$ cat src/rtl/flash_arb_pkg.sv
// Shared types and constants for the flash burst arbiter.
// Holds the FSM state encoding and the flash reader timing limits.
package flash_arb_pkg;

    typedef enum logic [2:0] {
        ST_SETTLE,
        ST_IDLE,
        ST_ISSUE,
        ST_WAIT,
        ST_DELIVER,
        ST_DONE
    } arb_state_t;

    // Single-byte DSPI read command issued by the reader for every fr_read.
    localparam logic [7:0] FLASH_READ_CMD = 8'hBB;

    // Longest reader transaction in cycles; the post-reset quiet time must exceed it.
    localparam int READER_MAX_LAT = 28;

    function automatic logic [1:0] onehot2(input logic idx);
        return idx ? 2'b10 : 2'b01;
    endfunction

endpackage

$ cat src/rtl/flash_arb_pick.sv
// Owner selection for the two-requester flash arbiter.
// FLASH_ARB_RR_EN selects round-robin; otherwise requester 0 has fixed priority.
module flash_arb_pick
    import flash_arb_pkg::*;
(
    input  logic [1:0] req,
    input  logic       last,
    output logic       owner,
    output logic       valid
);

    assign valid = |req;

`ifdef FLASH_ARB_RR_EN
    // On a tie the requester that did not own the reader last time wins.
    assign owner = (req == 2'b11) ? ~last : req[1];
`else
    logic unused_last;
    assign unused_last = last;
    assign owner       = ~req[0];
`endif

endmodule

$ cat src/rtl/flash_burst_arbiter.sv
// Shares one DSPI flash byte reader between two burst requesters.
// Build option: FLASH_ARB_RR_EN enables round-robin arbitration (fixed priority otherwise).
module flash_burst_arbiter
    import flash_arb_pkg::*;
#(
    parameter int ADDR_W     = 24,
    parameter int LEN_W      = 8,
    parameter int SETTLE_CYC = 32
) (
    input  logic              clk,
    input  logic              rst,
    input  logic [1:0]        req,
    input  logic [ADDR_W-1:0] addr0,
    input  logic [ADDR_W-1:0] addr1,
    input  logic [LEN_W-1:0]  len0,
    input  logic [LEN_W-1:0]  len1,
    output logic [1:0]        gnt,
    output logic [1:0]        rd_valid,
    input  logic [1:0]        rd_ready,
    output logic [7:0]        rd_data,
    output logic [1:0]        done,
    output logic              fr_read,
    output logic [ADDR_W-1:0] fr_addr,
    input  logic              fr_ready,
    input  logic [7:0]        fr_data
);

    localparam int CNT_W = $clog2(SETTLE_CYC + 1);

    if (SETTLE_CYC <= READER_MAX_LAT) begin : g_settle_check
        $error("SETTLE_CYC must exceed the flash reader worst-case latency");
    end

    arb_state_t        state;
    logic [CNT_W-1:0]  settle_cnt;
    logic              owner;
    logic [ADDR_W-1:0] cur_addr;
    logic [LEN_W-1:0]  remain;
    logic              last_owner;
    logic              pick_owner;
    logic              pick_valid;
    logic [ADDR_W-1:0] sel_addr;
    logic [LEN_W-1:0]  sel_len;

`ifndef FLASH_ARB_RR_EN
    assign last_owner = 1'b1;
`endif

    flash_arb_pick u_pick (
        .req   (req),
        .last  (last_owner),
        .owner (pick_owner),
        .valid (pick_valid)
    );

    assign sel_addr = pick_owner ? addr1 : addr0;
    assign sel_len  = pick_owner ? len1  : len0;

    always_ff @(posedge clk) begin
        if (rst) begin
            state      <= ST_SETTLE;
            settle_cnt <= '0;
            owner      <= 1'b0;
            cur_addr   <= '0;
            remain     <= '0;
            gnt        <= '0;
            rd_valid   <= '0;
            rd_data    <= '0;
            done       <= '0;
            fr_read    <= 1'b0;
            fr_addr    <= '0;
`ifdef FLASH_ARB_RR_EN
            last_owner <= 1'b1;
`endif
        end else begin
            // NOTE: pulse outputs default low every cycle; the state cases only raise them.
            gnt     <= '0;
            done    <= '0;
            fr_read <= 1'b0;
            case (state)
                ST_SETTLE: begin
                    if (settle_cnt == CNT_W'(SETTLE_CYC - 1)) begin
                        state <= ST_IDLE;
                    end else begin
                        settle_cnt <= settle_cnt + CNT_W'(1);
                    end
                end
                ST_IDLE: begin
                    if (pick_valid) begin
                        owner    <= pick_owner;
                        gnt      <= onehot2(pick_owner);
                        cur_addr <= sel_addr;
                        remain   <= sel_len;
                        state    <= (sel_len == '0) ? ST_DONE : ST_ISSUE;
`ifdef FLASH_ARB_RR_EN
                        last_owner <= pick_owner;
`endif
                    end
                end
                ST_ISSUE: begin
                    fr_read <= 1'b1;
                    fr_addr <= cur_addr;
                    state   <= ST_WAIT;
                end
                ST_WAIT: begin
                    if (fr_ready) begin
                        rd_data  <= fr_data;
                        rd_valid <= onehot2(owner);
                        state    <= ST_DELIVER;
                    end
                end
                ST_DELIVER: begin
                    if (rd_ready[owner]) begin
                        rd_valid <= '0;
                        cur_addr <= cur_addr + ADDR_W'(1);
                        remain   <= remain - LEN_W'(1);
                        state    <= (remain == LEN_W'(1)) ? ST_DONE : ST_ISSUE;
                    end
                end
                ST_DONE: begin
                    done  <= onehot2(owner);
                    state <= ST_IDLE;
                end
                default: state <= ST_SETTLE;
            endcase
        end
    end

endmodule

$ cat config.mk
export PLATFORM = sky130hd
export DESIGN_NAME = flash_burst_arbiter
export DESIGN_NICKNAME = d
export VERILOG_FILES = /design/src/rtl/flash_arb_pkg.sv /design/src/rtl/flash_arb_pick.sv /design/src/rtl/flash_burst_arbiter.sv
export SDC_FILE = /design/constraint.sdc
export NUM_CORES = 1
export LEC_CHECK = 0
export CAP_MARGIN = 20
export CORE_ASPECT_RATIO = 2
export CORE_MARGIN = 2
export CORE_UTILIZATION = 45
export CTS_CLUSTER_DIAMETER = 50
export DETAILED_ROUTE_END_ITERATION = 7
export PLACE_DENSITY = 0.75
export SYNTH_ARGS = -nofsm -noshare
export SYNTH_HDL_FRONTEND = slang
export SYNTH_SLANG_ARGS = --single-unit
$ cat constraint.sdc
create_clock -name clk -period 3.75 [get_ports clk]
set_clock_uncertainty 0.05 [all_clocks]
set_input_delay 0.5625 -clock clk [delete_from_list [all_inputs] [get_ports clk]]
set_output_delay 0.5625 -clock clk [all_outputs]
set_load 0.05 [all_outputs]
==> Word-level counts from Yosys, hierarchy flattened <==
Index checks and enable logic that the tools add are counted.
{ "word_totals": {"register_bits": 81, "in_bits": 79, "output_inout_bits": 39} }
{ "op_classes": {"n_addsub": 3, "n_lt_le_gt_ge": 1, "eq_ne": 11, "mux": 23, "n_bitwise": 5, "n_reduce_logical": 13} }
{ "ops": {"columns": ["cell", "n"], "rows": [
  ["$mux W24", 3],
  ["$pmux W24 S2", 1],
  ["$add A24 B1 Y24 const B", 1],
  ["$mux W8", 3],
  ["$mux W3", 6],
  ["$pmux W3 S6", 1],
  ["$pmux W8 S2", 1],
  ["$eq A8 B1 Y1 const B", 1],
  ["$logic_not A8 Y1", 1],
  ["$mux W2", 4],
  ["$ne A2 B2 Y1 const B", 4],
  ["$sub A8 B1 Y8 const B", 1],
  ["$add A6 B1 Y6 const B", 1],
  ["$eq A3 B2 Y1 const B", 2],
  ["$eq A3 B3 Y1 const B", 2],
  ["$eq A6 B5 Y1 const B", 1],
  ["$reduce_and A2 Y1", 3],
  ["$reduce_and A3 Y1", 2],
  ["$not A1 Y1", 5],
  ["$pmux W2 S2", 1],
  ["$reduce_and A4 Y1", 1],
  ["$reduce_bool A2 Y1", 2],
  ["$reduce_or A2 Y1", 2],
  ["$eq A3 B1 Y1 const B", 1],
  ["other kinds (4)", 6]
]} }

==> Depth between registers and ports, before layout <==
Gate-level depths: netlist (run 1).
{ "depth": {"word_depth": 5, "mapped_depth": 8, "ltp_nobuf": 6} }

==> By module <==
Synthesis (run 1) repeated with hierarchy kept, for this count alone.
{ "unflattened": {"hier_cells": 548, "area_unflattened_um2": 4305.4} }
{ "modules_own_cells": {"columns": ["mod", "n_inst", "cells_per_inst", "area_per_inst_um2"], "rows": [
  ["flash_burst_arbiter", 1, 546, 4295.4],
  ["flash_arb_pick", 1, 2, 10.0]
]} }

==> Worst setup path before layout (run 1) <==
OpenSTA, ideal clock, no wires.
{ "synth_timing": {"kind": "reg-to-reg", "startpoint": "reg settle_cnt[0]", "endpoint": "reg state[1]", "arrival_time_ns": 1.769, "required_ns": 3.579, "slack_ns": 1.810, "stages_incl_launch_ff": 7, "n_path_buf": 0, "cell_sequence": "dfxtp_1 > ha_1 > nor2b_1 > a2111oi_2 > nand4bb_1 > o31a_1 > o31ai_1"} }
{ "synth_between": {"elab_chain_len": 3} }
{ "synth_lines": {"columns": ["item", "line", "text"], "rows": [
  ["start, declared", "flash_burst_arbiter.sv:35", "logic [CNT_W-1:0] settle_cnt;"],
  ["start signal, assigned", "flash_burst_arbiter.sv:85", "settle_cnt <= settle_cnt + CNT_W'(1);"],
  ["$eq A6 B5 Y1", "flash_burst_arbiter.sv:82", "if (settle_cnt == CNT_W'(SETTLE_CYC - 1)) begin"],
  ["$ne A2 B2 Y1 (no source line)", null, null],
  ["$reduce_and A4 Y1 (no source line)", null, null],
  ["end signal, assigned", "flash_burst_arbiter.sv:94", "state <= (sel_len == '0) ? ST_DONE : ST_ISSUE;"],
  ["end signal, assigned", "flash_burst_arbiter.sv:117", "state <= (remain == LEN_W'(1)) ? ST_DONE : ST_ISSUE;"],
  ["end, declared", "flash_burst_arbiter.sv:34", "arb_state_t state;"]
]} }
Every way passes these cells.
A chain may end at the register's enable or synchronous reset.

==> Worst setup path in the final report (run 1) <==
{ "layout_timing": {"startpoint": "reg state[2]", "endpoint": "reg remain[0]"} }
{ "layout_between": {"elab_chain_len": 3, "elab_cells_between_ends": 7} }
{ "layout_lines": {"columns": ["item", "line", "text"], "rows": [
  ["$eq A3 B1 Y1 / $eq A3 B3 Y1 (equally long branches)", "flash_burst_arbiter.sv:80", "case (state)"],
  ["$ne A2 B2 Y1 (no source line) / $reduce_bool A2 Y1 (equally long branches)", null, null],
  ["$reduce_and A3 Y1 (no source line)", null, null],
  ["end signal, assigned", "flash_burst_arbiter.sv:93", "remain <= sel_len;"],
  ["end signal, assigned", "flash_burst_arbiter.sv:116", "remain <= remain - LEN_W'(1);"],
  ["end, declared", "flash_burst_arbiter.sv:38", "logic [LEN_W-1:0] remain;"]
]} }
Parallel ways exist; a longest one is shown, timed or not.

==> flow_summary_export.csv, run 1 <==
group,metric,value,unit
worst_setup_path,start_kind,"flop",
clocking,clockBufferDepth,2,
floorplan,io_pins,118,
global_routing,antenna_found_initial,0,
yosys,synth-edff-count,0,
yosys,synth_fa_ha_area_share,1.15,%
cells_and_area,antenna_cells,0,
yosys,synth_top_area_share,37.4,%
floorplan,fp.dieH,143,um
worst_setup_path,rrSetupSlack,1.20,ns
clocking,cts_sinks,81,
worst_setup_path,crit_type,"flop to flop",
yosys,synthCells,565,
yosys,synthDistinctLibCells,61,
clocking,post-cts-setup-buffer-count,0,
yosys,synth-seq-cells,81,
floorplan,die_area,10500,um^2
cells_and_area,fin_nets,743,
yosys,synth_ff_type,"dfxtp_1",
worst_setup_path,slowest_delay,0.66,ns
route,wire_per_inst,16.5,um
timing,slew_violations,0,
timing,fin_crit_sh,68.0,%
yosys,synth_top_area_cell,"dfxtp_1",
cells_and_area,fin_util,62.3,%
worst_setup_path,slowest_stage,"or3b_1",
global_routing,gr-total-overflow,0,
clocking,cts_buffers,9,
global_routing,grt_pass1_wl,20.5,mm
placement,place_congestion,0.890,
timing,setup_viol,0,
yosys,synth_xor_area_share,1.01,%
pwr,leakage,0.00207,uW
placement,dpl.hpwl,9.18,mm
global_routing,grt.total_usage,24.6,%
route,final_antenna_net_count,0,
timing,hold_violations,0,
yosys,async_flop_share,0,%
floorplan,start_util,46.2,%
timing,whs,0.402,ns
cells_and_area,layout-drive-gt1-share,6.17,%
yosys,syn_area_per_cell,7.68,um^2
global_routing,grt_pass1_vias,4399,
timing,fmax,392,MHz
status,status,"finished, final reports clean",
route,drt_drc_violations_left,0,
yosys,syn_area,4340,um^2
timing,rsz0062_at_grt,"false",
clocking,clock_latency,0.34,ns
run,maxCapViolations,0,
placement,port-buffer-count,117,
yosys,synth_nets,648,
timing,tightest_slew,0.895,ns
timing,period_needed,2.55,ns
clocking,cts_resized,0,
route,dr.first_iter.drc_count,355,
timing,finalSetupTns,0,ns
clocking,htree_levels,3,
yosys,yosysWarningCount,0,
clocking,cts_root_buffer,"clkbuf_16",
pwr,power_density,339,nW/um^2
worst_hold_path,hold_class,"flop to flop",
cells_and_area,syn2layout_area_growth,34.8,%
yosys,muxShareOfSynthArea,8.22,%
route,route.final.wire_length,12.7,mm
yosys,ys_seq_area_share,37.4,%
worst_setup_path,worst_ep_required_time,3.93,ns
route,num_vias,4547,
route,via_per_inst,5.91,
yosys,synth_top_cells_by_area,"dfxtp_1 37%, nand2_1 8.6%, a21oi_1 8.1%",
route,dr.pass1.iters,5,
clocking,cts_tree,"built",
floorplan,die_width,73.4,um
clocking,holdBufCountCts,0,
timing,relSlewSlack,40.4,%
cells_and_area,mostFrequentLayoutCell,"clkdlybuf4s50_1",
cells_and_area,layout_common_cells,"115 x clkdlybuf4s50_1, 99 x nand2_1, 81 x dfxtp_1",
floorplan,core,9380,um^2
yosys,synth_top_family_by_area,"simple AND/OR/NAND/NOR gates",
pwr,vdd_drop_max,0.000240,V
clocking,clk_pin_slew,0.06,ns
yosys,synth_compound_area_share,21.4,%
worst_setup_path,crit_chain,"or3b_1 > or2_1 > nand3_1 > buf_4 > a21oi_1 > o221a_2",
worst_setup_path,end_kind,"flop",
yosys,synthSimpleGateAreaFrac,26.1,%
worst_setup_path,arrival,2.73,ns
worst_setup_path,path_max_fanout,29,
global_routing,grt_max_degree,49,
floorplan,row_count,50,
## routing by layer
metal,wire length [um],track usage [%],up-vias,share of wire (%)
li1,-,-,2210,-
met1,4750,27.7,2115,37
met2,6790,44.0,189,53
met3,765,3.74,33,6.0
met4,401,11.8,0,3.2
met5,0,0,-,0
## synthesized netlist by cell type, types with 5 or more instances
library cell,number
nor4_1,9
a31oi_1,7
mux2i_1,30
nor2b_1,6
nand2_1,99
nor2_1,47
nor3_1,12
inv_1,8
mux2_2,5
nand3_1,14
o21ai_0,34
buf_2,12
a21oi_1,70
and3_1,12
clkbuf_1,24
nand4_1,12
dfxtp_1,81
## state kept, by name (all words and copies together), names as in the netlist
register and cells:
rd_valid 2, gnt 2, fr_addr 24, settle_cnt 6
owner 1, remain 8, fr_read 1, cur_addr 24
rd_data 8, state 3, done 2
## cell type report
cell class,instances,area (um^2)
Multi-Input combinational cell,435,2520
Clock inverter,4,76.3
Tap cell,104,130
Inverter,9,33.8
Clock buffer,12,246
Sequential cell,81,1620
Timing Repair Buffer,124,1210
Fill cell,850,3540
## path summary, 6_finish.rpt
kind	from	end	cells after the start
max	state[2]	remain[0]	6
min	rd_data[3]	rd_data[3]	2
max reg2reg	state[2]	remain[0]	6
min reg2reg	rd_data[3]	rd_data[3]	2
## per-stage QoR
step	area, um^2	total power (uW)	std cells	setup WS, ns
3_3_place_gp	5520	1050	753	1.28
6_report	5850	1980	769	1.20
5_1_grt	5850	2040	769	1.06
2_1_floorplan	4340	949	565	1.81
3_5_place_dp	5520	1050	753	1.23
4_1_cts	5850	1990	769	1.25
## critical path, delay by kind of cell (launching register included)
family / cells / cell delay [ns]
flops: 1 / 0.57
compound gates: 2 / 0.38
buf+inv: 1 / 0.30
simple gates: 3 / 1.11
## logic make-up (layout without fill, tap and decap cells)
| group | after synthesis | count (layout) |
|---|---|---|
| AND/OR/NAND/NOR | 239 | 239 |
| multiplexers | 35 | 35 |
| buffers and inverters | 49 | 149 |
| flip-flops | 81 | 81 |
| AO/OA/AOI/OAI | 152 | 152 |
| adder cells (fa/ha/maj) | 4 | 4 |
| XOR/XNOR | 5 | 5 |
## where the power goes
part	switching (uW)	leakage, uW	total (uW)	internal (uW)
logic	64.5	0.00127	165	101
registers	3.21	0.000653	866	863
clock network	348	0.000153	950	603
Note: power is estimated with default switching activity, not from simulation.
==> run 2, diff against run 1 <==
==> constraint.sdc (replaced) <==
create_clock -name clk -period 2.35 [get_ports clk]
set_clock_uncertainty 0.05 [all_clocks]
set_input_delay 0.3525 -clock clk [delete_from_list [all_inputs] [get_ports clk]]
set_output_delay 0.3525 -clock clk [all_outputs]
set_load 0.05 [all_outputs]
==> run 2 against run 1 <==
Effect of this change: via count grew 0.97%; combinational power grew 65%; clock-buffer cell count shrank 1; sequential power grew 59%; total power grew 49%; core utilization grew 1.1 points; non-clock buffer count grew 17; final cell count grew 2.1%; hold slack lost 0.00062 ns; sequential cell count is the same; worst setup slack lost 0.98 ns; critical path type unchanged; largest cell class unchanged; highest routed layer unchanged.
==> flow_summary_export.csv, run 2 (same netlist as run 1, synthesis figures left out) <==
group,metric,value,unit
clocking,clk_pin_slew,0.06,ns
placement,place_congestion,0.869,
pwr,leakage,0.00215,uW
route,num_vias,4591,
route,wire_per_inst,16.1,um
cells_and_area,mostFrequentLayoutCell,"clkdlybuf4s50_1",
route,final_antenna_net_count,0,
pwr,vdd_drop_max,0.000390,V
placement,dp_slack,0.0232,ns
pwr,pwr-share-comb,9.2,%
clocking,post-cts-setup-buffer-count,0,
cells_and_area,antenna_cells,0,
timing,relSlewSlack,45.8,%
global_routing,grt_pass1_wl,20.2,mm
cells_and_area,layout_common_cells,"115 x clkdlybuf4s50_1, 99 x nand2_1, 81 x dfxtp_1",
worst_setup_path,r2r_start,"state[2]",
global_routing,grt_max_degree,51,
timing,fmax,470,MHz
worst_setup_path,r2r_cells,5,
timing,setup_ws,0.224,ns
timing,hold_violations,0,
worst_setup_path,end_kind,"flop",
route,via_per_inst,5.85,
global_routing,antenna_found_initial,0,
worst_hold_path,hold_class,"flop to flop",
timing,tightest_slew,0.813,ns
floorplan,row_count,50,
clocking,cts_root_buffer,"clkbuf_16",
worst_setup_path,start_kind,"flop",
cells_and_area,fin_nets,760,
floorplan,core,9380,um^2
worst_setup_path,crit_end,"cur_addr[18]",
floorplan,fp.dieH,143,um
pwr,p_sw,665,uW
cells_and_area,fin_util,63.4,%
route,dr.pass1.iters,5,
timing,period_needed,2.13,ns
route,dr.first_iter.drc_count,372,
clocking,cts_resized,0,
global_routing,grt_use_met3,2.96,%
clocking,holdBufCountCts,0,
worst_setup_path,timing.rr.end,"cur_addr[18]",
clocking,cts_buffers,9,
global_routing,grt_busiest_layer,"met2",
status,status,"finished, final reports clean",
global_routing,grt.total_usage,24.4,%
clocking,htree_levels,3,
timing,rsz0062_at_grt,"false",
placement,dpl.hpwl,9.25,mm
cells_and_area,syn2layout_area_growth,37.2,%
global_routing,met2_usage,43.8,%
cells_and_area,largestRegisters,"cur_addr (24), fr_addr (24)",
floorplan,die_width,73.4,um
pwr,swShare,22.5,%
timing,slew_violations,0,
cells_and_area,layout-drive-gt1-share,8.52,%
clocking,clockBufferDepth,2,
worst_setup_path,rrSetupSlack,0.22,ns
timing,fin_crit_sh,90.4,%
pwr,power_density,496,nW/um^2
global_routing,gr-usage-met1,28.2,%
worst_setup_path,path_max_fanout,6,
run,maxCapViolations,0,
clocking,cts_tree,"built",
worst_setup_path,crit_type,"flop to flop",
worst_setup_path,cp-startpoint,"state[2]",
route,drt_drc_violations_left,0,
pwr,p_clk_share,43.9,%
floorplan,die_area,10500,um^2
global_routing,grt_pass1_vias,4289,
floorplan,io_pins,118,
clocking,clock_latency,0.34,ns
worst_setup_path,worst_ep_required_time,2.55,ns
route,route.final.wire_length,12.6,mm
pwr,p_int,2280,uW
pwr,seq_power_share,46.9,%
global_routing,gr-total-overflow,0,
placement,port-buffer-count,117,
timing,setup_viol,0,
worst_setup_path,arrival,2.32,ns
floorplan,start_util,46.2,%
clocking,cts_sinks,81,
## run 2: worst min path at each step
stage                       from           end  slack, ns  cells after the start
floorplan           cur_addr[21]  cur_addr[21]       0.39                      2
global placement      rd_data[7]    rd_data[7]       0.39                      2
detailed placement    rd_data[0]    rd_data[0]       0.40                      2
CTS                   rd_data[0]    rd_data[0]       0.40                      2
global route          fr_addr[3]    fr_addr[3]       0.42                      2
finish                rd_data[6]    rd_data[6]       0.40                      2
## run 2: through the flow
| stage | hold slack (ns) | area, um^2 | power (uW) | std cells | TNS [ns] |
|---|---|---|---|---|---|
| floorplan | 0.387 | 4340 | 1510 | 565 | 0 |
| global placement | 0.392 | 5670 | 1680 | 769 | -4.60 |
| detailed placement | 0.396 | 5680 | 1680 | 770 | 0 |
| CTS | 0.404 | 5950 | 2960 | 785 | 0 |
| global route | 0.422 | 5950 | 3040 | 785 | 0 |
| finish | 0.402 | 5950 | 2950 | 785 | 0 |
## run 2: per-layer routing
metal	vias to the layer above	routed length [um]
met5	-	0
met4	0	331
met2	178	6750
met1	2137	4900
li1	2250	-
met3	26	657
## run 2: cell type report
| cell class | count | area [um^2] |
|---|---|---|
| fillers | 836 | 3430 |
| well taps | 104 | 130 |
| repair buffers | 141 | 1370 |
| clock inverters | 4 | 30.0 |
| multi-input cells | 435 | 2520 |
| flip-flops and latches | 81 | 1620 |
| clock buffers | 11 | 243 |
| inverters | 9 | 33.8 |
## run 2: power groups by stage
stage	registers [uW]	clock network [uW]	logic, uW
floorplan	1410	0	102
global placement	1410	0	267
detailed placement	1410	0	270
CTS	1380	1310	272
global route	1380	1360	294
finish	1380	1290	272
## run 2: worst max-delay path, cell delays in order, from the launching register on
cell,delay [ns]
dfxtp_1,0.40
or3b_1,0.50
nor3_2,0.36
nand2_1,0.13
or3_1,0.32
a311oi_1,0.27
==> run 3, diff against run 2 <==
--- a/config.mk
+++ b/config.mk
@@ -5,7 +5,6 @@
 export SDC_FILE = /design/constraint.sdc
 export NUM_CORES = 1
 export LEC_CHECK = 0
-export CAP_MARGIN = 20
 export CORE_ASPECT_RATIO = 2
 export CORE_MARGIN = 2
 export CORE_UTILIZATION = 45
==> run 3 against run 2 <==
Effect of this change: critical path depth up 1; fmax down 0.46%; final area about the same; critical endpoint is now cur_addr[21]; largest power group unchanged.
==> flow_summary_export.csv, run 3 (same netlist as run 1, synthesis figures left out) <==
group,metric,value,unit
global_routing,grt_pass1_wl,20.6,mm
pwr,seq_power_share,47.1,%
timing,relSlewSlack,42.5,%
timing,slew_violations,0,
cells_and_area,fin_util,63.4,%
timing,setup_viol,0,
timing,tightest_slew,0.863,ns
pwr,power_density,494,nW/um^2
worst_setup_path,crit_type,"flop to flop",
pwr,vdd_drop_max,0.000465,V
timing,whs,0.402,ns
floorplan,fp.dieH,143,um
clocking,cts_tree,"built",
global_routing,grt.total_usage,24.9,%
clocking,post-cts-setup-buffer-count,0,
floorplan,die_area,10500,um^2
clocking,clockBufferDepth,2,
floorplan,io_pins,118,
worst_hold_path,whs_endpoint,"rd_data[6]",
placement,place_congestion,0.869,
global_routing,gr-total-overflow,0,
cells_and_area,largestRegisters,"cur_addr (24), fr_addr (24)",
worst_setup_path,rrSetupSlack,0.21,ns
route,drt_drc_violations_left,0,
clocking,cts_root_buffer,"clkbuf_16",
timing,finalSetupTns,0,ns
route,final_antenna_net_count,0,
clocking,clk_pin_slew,0.06,ns
worst_setup_path,r2r_cells,6,
global_routing,grt_pass1_vias,4371,
cells_and_area,fin_nets,759,
clocking,holdBufCountCts,0,
pwr,p_int,2280,uW
worst_setup_path,path_max_fanout,20,
run,maxCapViolations,0,
pwr,pwr-share-comb,9.2,%
cells_and_area,antenna_cells,0,
worst_hold_path,hold_class,"flop to flop",
pwr,leakage,0.00214,uW
worst_hold_path,hp-start,"rd_data[6]",
pwr,p_sw,654,uW
floorplan,start_util,46.2,%
worst_setup_path,arrival,2.34,ns
worst_setup_path,worst_ep_required_time,2.55,ns
clocking,cts_resized,1,
status,status,"finished, final reports clean",
cells_and_area,multi_input_area,2530,um^2
worst_setup_path,crit_chain,"buf_4 > nand2b_1 > a21boi_0 > nor3_4 > o21ai_0 > a211oi_1",
worst_setup_path,slowest_delay,0.69,ns
global_routing,grt_max_degree,51,
pwr,p_clk_share,43.7,%
timing,rsz0062_at_grt,"false",
placement,port-buffer-count,117,
placement,dpl.hpwl,9.22,mm
route,wire_per_inst,16.1,um
clocking,cts_buffers,9,
cells_and_area,fillerInstances,845,
floorplan,row_count,50,
worst_setup_path,end_kind,"flop",
global_routing,antenna_found_initial,0,
route,route.final.wire_length,12.6,mm
worst_setup_path,critPathBufInv,1,
cells_and_area,mostFrequentLayoutCell,"clkdlybuf4s50_1",
floorplan,core,9380,um^2
timing,fin_crit_sh,90.9,%
cells_and_area,seq_area,1620,um^2
clocking,htree_levels,3,
timing,hold_violations,0,
worst_setup_path,r2r_start,"state[2]",
worst_setup_path,start_kind,"flop",
route,dr.pass1.iters,5,
route,dr.first_iter.drc_count,284,
cells_and_area,syn2layout_area_growth,37.1,%
worst_setup_path,crit_family,"simple AND/OR/NAND/NOR gates",
worst_setup_path,timing.rr.end,"cur_addr[21]",
clocking,clock_latency,0.34,ns
timing,period_needed,2.14,ns
floorplan,die_width,73.4,um
cells_and_area,layout-drive-gt1-share,8.38,%
pwr,swShare,22.3,%
route,via_per_inst,5.85,
timing,fmax,468,MHz
cells_and_area,layout_common_cells,"115 x clkdlybuf4s50_1, 99 x nand2_1, 81 x dfxtp_1",
worst_hold_path,holdPathStages,2,
worst_setup_path,slowest_stage,"nor3_4",
clocking,cts_sinks,81,
route,num_vias,4583,
run 3: cell count changes in the layout (fill, tap and decap cells not counted):
cell / delta
nor3_4: +1
buf_6: -1
nor3_2: -1
run 3: cell type report:
cell class / instances / area share, %
Clock buffer: 11 / 4.08
Multi-Input combinational cell: 435 / 42.5
Inverter: 9 / 0.568
Sequential cell: 81 / 27.3
Clock inverter: 4 / 0.505
Tap cell: 104 / 2.19
Timing Repair Buffer: 140 / 22.8
run 3: power by group through the flow:
stage	Combinational [uW]	Clock, uW	Sequential (uW)
6_report	272	1280	1380
5_1_grt	293	1360	1380
4_1_cts	272	1310	1380
3_5_place_dp	271	0	1410
3_3_place_gp	267	0	1410
2_1_floorplan	102	0	1410
run 3: metrics by stage:
stage,instance area [um^2],power (uW),instances,setup slack (ns)
final,5950,2940,784,0.215
after CTS,5950,2970,784,0.240
after global placement,5670,1680,769,-0.389
after floorplan,4340,1510,565,0.410
after detailed placement,5670,1680,769,-0.344
after global routing,5950,3040,784,0.00201
run 3: worst max path at each step:
stage	cells after the start	to	slack (ns)	startpoint
after global placement	6	cur_addr[21]	-0.39	req[1]
after floorplan	6	state[1]	0.41	settle_cnt[0]
after global routing	6	cur_addr[21]	0.002	state[2]
after detailed placement	6	cur_addr[21]	-0.34	req[1]
final	6	cur_addr[21]	0.21	state[2]
after CTS	6	cur_addr[21]	0.24	state[2]
run 3: routing by layer:
| metal | part of all wire (%) | wire length [um] | global-route usage, % | up-vias |
|---|---|---|---|---|
| li1 | - | - | - | 2253 |
| met1 | 39 | 4870 | 27.7 | 2122 |
| met2 | 53 | 6730 | 44.8 | 179 |
| met3 | 5.3 | 665 | 3.88 | 29 |
| met4 | 3.0 | 376 | 12.0 | 0 |
| met5 | 0 | 0 | 0 | - |
run 3: worst min-delay path, stage by stage (launching register included):
cell	delay, ns
dfxtp_1	0.30
nand2_1	0.05
a21oi_1	0.05
